<file path="config.mk">
export PLATFORM = sky130hd
export DESIGN_NAME = bp_pkt_arbiter
export DESIGN_NICKNAME = d
export VERILOG_FILES = /design/src/rtl/bp_pkt_arbiter_pkg.sv /design/src/rtl/bp_pkt_arbiter_rr_select.sv /design/src/rtl/bp_pkt_arbiter.sv
export SDC_FILE = /design/constraint.sdc
export NUM_CORES = 1
export LEC_CHECK = 0
export CAP_MARGIN = 0
export CELL_PAD_IN_SITES_DETAIL_PLACEMENT = 0
export CELL_PAD_IN_SITES_GLOBAL_PLACEMENT = 1
export CORE_AREA = 10 10 60 62
export CTS_CLUSTER_DIAMETER = 80
export DETAILED_ROUTE_END_ITERATION = 12
export DIE_AREA = 0 0 70 72
export PLACE_DENSITY_LB_ADDON = 0.1
export SYNTH_ARGS = -nofsm -noshare
export SYNTH_HDL_FRONTEND = slang
export SYNTH_SLANG_ARGS = --single-unit
</file>
<file path="constraint.sdc">
create_clock -name i_clk -period 1.9 [get_ports i_clk]
set_clock_uncertainty 0.15 [all_clocks]
set_input_delay 0.285 -clock i_clk [delete_from_list [all_inputs] [get_ports i_clk]]
set_output_delay 0.285 -clock i_clk [all_outputs]
set_load 0.03 [all_outputs]
</file>
<file path="src/rtl/bp_pkt_arbiter_pkg.sv">
// Shared types and helpers for the BytePipe packet arbiter.
package bp_pkt_arbiter_pkg;

    typedef enum logic [1:0] {
        IDLE = 2'd0,
        HDR  = 2'd1,
        DATA = 2'd2
    } state_t;

    localparam logic [7:0] HDR_TAG = 8'hA0;

    // Explicit modulo wrap so non-power-of-two sizes cycle correctly.
    function automatic int unsigned wrapInc(input int unsigned val, input int unsigned n);
        return (val + 1 >= n) ? 0 : val + 1;
    endfunction

endpackage

</file>
<file path="src/rtl/bp_pkt_arbiter_rr_select.sv">
// Combinational round-robin selector: first set request at or above ptr, wrapping modulo N.
module rr_select #(
    parameter int unsigned N  = 2,
    parameter int unsigned PW = 1
) (
    input  logic [N-1:0]  req,
    input  logic [PW-1:0] ptr,
    output logic [PW-1:0] idx,
    output logic          any
);

    // Walk offsets from farthest to nearest so the nearest hit wins.
    always_comb begin
        idx = '0;
        any = 1'b0;
        for (int off = N - 1; off >= 0; off--) begin
            for (int j = 0; j < N; j++) begin
                if (req[j] && ((32'(ptr) + 32'(off)) % N) == 32'(j)) begin
                    any = 1'b1;
                    idx = PW'(j);
                end
            end
        end
    end

endmodule

</file>
<file path="src/rtl/bp_pkt_arbiter.sv">
// Round-robin packet arbiter sharing one BytePipe stream between N_PAIR packet FIFOs.
// Define BP_PKT_ARBITER_HEADER_EN to prefix each packet with an 8'hA0|pair tag byte.
module bp_pkt_arbiter
    import bp_pkt_arbiter_pkg::*;
#(
    parameter int unsigned N_PAIR  = 2,
    parameter int unsigned PKT_LEN = 6
) (
    input  logic                  i_clk,
    input  logic                  i_rst,
    input  logic                  i_cg,
    input  logic [N_PAIR-1:0]     i_enable,
    input  logic [N_PAIR*8-1:0]   i_pktfifo_data,
    input  logic [N_PAIR-1:0]     i_pktfifo_empty,
    output logic [N_PAIR-1:0]     o_pktfifo_pop,
    output logic [7:0]            o_bp_data,
    output logic                  o_bp_valid,
    input  logic                  i_bp_ready,
    output logic [N_PAIR-1:0]     o_grant,
    output logic                  o_busy
);

    localparam int unsigned PW = (N_PAIR > 1) ? $clog2(N_PAIR) : 1;
    localparam int unsigned CW = $clog2(PKT_LEN);
    localparam logic [CW-1:0] LAST_CNT = CW'(PKT_LEN - 1);

    state_t            stateQ, stateD;
    logic [PW-1:0]     grantQ, grantD;
    logic [PW-1:0]     ptrQ, ptrD;
    logic [PW-1:0]     selIdx;
    logic [CW-1:0]     cntQ, cntD;
    logic [N_PAIR-1:0] req;
    logic              selAny;
    logic              headEmpty;
    logic [7:0]        headByte;
    logic              accept;

    assign req = i_enable & ~i_pktfifo_empty;

    rr_select #(
        .N  (N_PAIR),
        .PW (PW)
    ) uSel (
        .req (req),
        .ptr (ptrQ),
        .idx (selIdx),
        .any (selAny)
    );

    always_comb begin
        headByte  = 8'h00;
        headEmpty = 1'b1;
        for (int i = 0; i < N_PAIR; i++) begin
            if (grantQ == PW'(i)) begin
                headByte  = i_pktfifo_data[i*8 +: 8];
                headEmpty = i_pktfifo_empty[i];
            end
        end
    end

    always_comb begin
        stateD        = stateQ;
        grantD        = grantQ;
        ptrD          = ptrQ;
        cntD          = cntQ;
        accept        = 1'b0;
        o_bp_valid    = 1'b0;
        o_bp_data     = 8'h00;
        o_pktfifo_pop = '0;
        o_busy        = (stateQ != IDLE);
        o_grant       = o_busy ? (N_PAIR'(1) << grantQ) : '0;

        unique case (stateQ)
            IDLE: begin
                if (i_cg && selAny) begin
                    grantD = selIdx;
                    cntD   = '0;
`ifdef BP_PKT_ARBITER_HEADER_EN
                    stateD = HDR;
`else
                    stateD = DATA;
`endif
                end
            end
`ifdef BP_PKT_ARBITER_HEADER_EN
            HDR: begin
                o_bp_valid = i_cg;
                o_bp_data  = HDR_TAG | 8'(grantQ);
                accept     = o_bp_valid && i_bp_ready;
                if (accept) stateD = DATA;
            end
`endif
            DATA: begin
                o_bp_valid = !headEmpty && i_cg;
                o_bp_data  = headByte;
                accept     = o_bp_valid && i_bp_ready;
                for (int i = 0; i < N_PAIR; i++) begin
                    o_pktfifo_pop[i] = accept && (grantQ == PW'(i));
                end
                // Empty head or stalled sink simply holds state and counter.
                if (accept) begin
                    if (cntQ == LAST_CNT) begin
                        stateD = IDLE;
                        ptrD   = PW'(wrapInc(32'(grantQ), N_PAIR));
                        grantD = '0;
                        cntD   = '0;
                    end else begin
                        cntD = cntQ + 1'b1;
                    end
                end
            end
            default: stateD = IDLE;
        endcase
    end

    always_ff @(posedge i_clk or posedge i_rst) begin
        if (i_rst) begin
            stateQ <= IDLE;
            grantQ <= '0;
            ptrQ   <= '0;
            cntQ   <= '0;
        end else begin
            stateQ <= stateD;
            grantQ <= grantD;
            ptrQ   <= ptrD;
            cntQ   <= cntD;
        end
    end

endmodule

</file>
==> results.sh <==
export IMPL_outcome="finished clean"
export IMPL_drt_first_iter_violations=15
export IMPL_cts_hold_buf=0
export IMPL_dr_pass1_iters=4
export IMPL_diodes=0
export IMPL_path_class="primary input to output port"
export IMPL_final_max_slew_viol_count=0
export IMPL_synth_nets=79
export IMPL_critPathCaptureType="output port"
export IMPL_period_needed_ns=1.85
export IMPL_synthAdderAreaFrac=0
export IMPL_max_freq_mhz=541
export IMPL_endpoint="o_pktfifo_pop[1]"
export IMPL_yosys_register_bits=6
export IMPL_die_area_um2=5040
export IMPL_cts_root_buffer="clkbuf_4"
export IMPL_rsz0062_at_grt="true"
export IMPL_finalInstanceArea_um2=967
export IMPL_path_max_fanout=4
export IMPL_numPortBuffers=37
export IMPL_power_density_nw_per_um2=994
export IMPL_max_stage_delay_ns=0.44
export IMPL_nNetsFinal=125
export IMPL_syn_avg_cell_area_um2=9.37
export IMPL_core_area_um2=2430
export IMPL_required_ns=1.46
export IMPL_vias_per_cell=4.29
export IMPL_ys_seq_area_frac=0.291
export IMPL_vias=553
export IMPL_final_antenna_net_count=0
export IMPL_worstPathArrival_ns=1.41
export IMPL_timing_final_ws_setup_ns=0.0526
export IMPL_ys_warn_count=0
export IMPL_path_clk_slew_ns=0.04
export IMPL_reg2regPathDepth=5
export IMPL_die_h_um=72
export IMPL_antenna_found_initial=0
export IMPL_r2r_end="ptrQ"
export IMPL_synth_top_family_by_area="simple AND/OR/NAND/NOR gates"
export IMPL_hold_viol_final=0
export IMPL_start_kind="primary input"
export IMPL_gp_congestion=0.749
export IMPL_synth_area_um2=515
export IMPL_dpl_cell_area_um2=921
export IMPL_startpoint="i_pktfifo_empty[0]"
export IMPL_wl_per_cell_um=13.9
export IMPL_tightest_slew_ns=0.316
export IMPL_clock_sinks=6
export IMPL_setup_violations=0
export IMPL_drc=0
export IMPL_muxShareOfSynthArea=0.204
export IMPL_crit_chain="clkdlybuf4s50_1 > mux2i_2 > nand4_4 > nor2_2 > buf_12"
export IMPL_cts_htree_levels=1
export IMPL_cts_inserted_buffers=3
export IMPL_grt_max_degree=14
export IMPL_max_slew_margin_rel=0.789
export IMPL_hold_path_class="primary input to asynchronous set/reset pin"
export IMPL_pin_count=38
export IMPL_grtUsageTotal=0.0720
export IMPL_grt_pass1_vias=594
export IMPL_ys_types=23
export IMPL_grt_pass1_wl_mm=2.93
export IMPL_post_route_period_util=0.972
export IMPL_p_leak_uw=0.000410
export IMPL_clk_path_buf_depth=2
export IMPL_r2r_start="grantQ"
export IMPL_dp_hpwl_mm=1.53
export IMPL_dp_slack_ns=-0.0590
export IMPL_max_cap_violations=0
export IMPL_synthCells=55
export IMPL_n_fill_cell=251
export IMPL_cts_tree="done"
export IMPL_rows=18
export IMPL_layout_drive_gt1_share=0.303
export IMPL_synth_xor_area_frac=0
export IMPL_initial_core_util=0.212
export IMPL_ir_drop_uv=436
export IMPL_fp_dieW_um=70
export IMPL_synth_compound_area_frac=0.0995
export IMPL_drt_total_wl_mm=1.80
export IMPL_ff2ff_setup_slack_ns=0.14
export IMPL_synth_simple_area_share=0.352
export IMPL_area_delta_synth_final_pct=87.6
export IMPL_grt_ovfl_total=0
export IMPL_insertion_delay_ns=0.24
export IMPL_slowest_stage="clkdlybuf4s50_1"
## placed cells by master, fill, tap and decap left out, drive strengths merged
cell type / count
mux2i: 9
o21ai: 1
nor3: 1
clkdlybuf4s50: 24
clkbuf: 3
mux2: 1
nand3: 1
a21o: 2
a21oi: 1
nor2: 4
nand2: 3
nor2b: 11
nor3b: 1
a22o: 2
inv: 2
and3: 1
o32ai: 1
nand2b: 3
buf: 20
and2: 1
nand4: 1
dfrtp: 6
## cells in the mapped netlist
library cell,n,area (um^2)
a21o_1,2,15.0
a21oi_1,1,5.00
a22o_1,2,17.5
and2_1,1,6.26
and3_1,1,6.26
buf_2,1,5.00
buf_6,1,11.3
clkbuf_1,1,3.75
dfrtp_1,6,150
inv_1,2,7.51
mux2_1,1,11.3
mux2i_1,8,80.1
mux2i_2,1,13.8
nand2_1,3,11.3
nand2b_1,3,18.8
nand3_1,1,5.00
nand4_4,1,21.3
nor2_1,4,15.0
nor2b_1,11,68.8
nor3_4,1,16.3
nor3b_2,1,12.5
o21ai_0,1,5.00
o32ai_1,1,8.76
## power by group
part | switching [uW] | internal (uW)
Sequential | 45.4 | 173
Combinational | 338 | 290
Clock | 43.8 | 71.3
## cell families (layout without fill, tap and decap cells)
| kind of cell | count (synthesis) | after routing |
|---|---|---|
| AND/OR/NAND/NOR | 27 | 27 |
| AO/OA/AOI/OAI | 7 | 7 |
| buffers and inverters | 5 | 49 |
| multiplexers | 10 | 10 |
| flip-flops | 6 | 6 |
## how the worst min path moves through the flow
stage / start / end / slack [ns] / depth (start not counted)
6_report: i_rst / cntQ[1] / 0.10 / 2
5_1_grt: i_rst / cntQ[1] / 0.11 / 2
2_1_floorplan: i_rst / cntQ[0] / -0.07 / 1
3_5_place_dp: ptrQ / ptrQ / 0.33 / 1
3_3_place_gp: ptrQ / ptrQ / 0.33 / 1
4_1_cts: i_rst / ptrQ / 0.1 / 2
## area by class of cell
type	count	area [um^2]	share of cell area
clock buffers	3	22.5	0.0233
inverters	2	7.51	0.00776
multi-input cells	44	347	0.358
flip-flops and latches	6	150	0.155
well taps	30	37.5	0.0388
repair buffers	44	403	0.417
## sequential cells by signal, indices dropped and copies added, names as in the netlist
name,cells
cntQ,3
grantQ,1
ptrQ,1
stateQ,1
## critical path, delay by kind of cell
| kind | cells | cell delay (ns) |
|---|---|---|
| buffers and inverters | 2 | 0.57 |
| muxes | 1 | 0.24 |
| and+or+nand+nor | 2 | 0.31 |
## through the flow
step                power, uW  std cells  utilization  hold slack (ns)  setup TNS [ns]
floorplan                 612         55            -          -0.0740               0
global placement          842        124        0.379            0.334         -0.0599
detailed placement        843        124        0.379            0.331         -0.0970
CTS                       968        127        0.389           0.0986               0
global route             1030        129        0.398            0.111        -0.00657
finish                    961        129        0.398            0.101               0
## repair_timing
action | 4_1_cts | 5_1_grt
endpoints found under the setup margin | 2 | 2
pin swaps | 1 | 1
gates cloned | 0 | 0
setup buffers | 0 | 2
resized for setup | 1 | 2
## per-layer routing
layer / vias to the layer above / GRT usage / share of wire
met5: - / 0 / 0
met4: 0 / 0.0263 / 0.014
met3: 4 / 0.0340 / 0.078
met2: 21 / 0.134 / 0.54
met1: 249 / 0.0676 / 0.36
li1: 279 / - / -
Power figures use the tool's default switching activity.
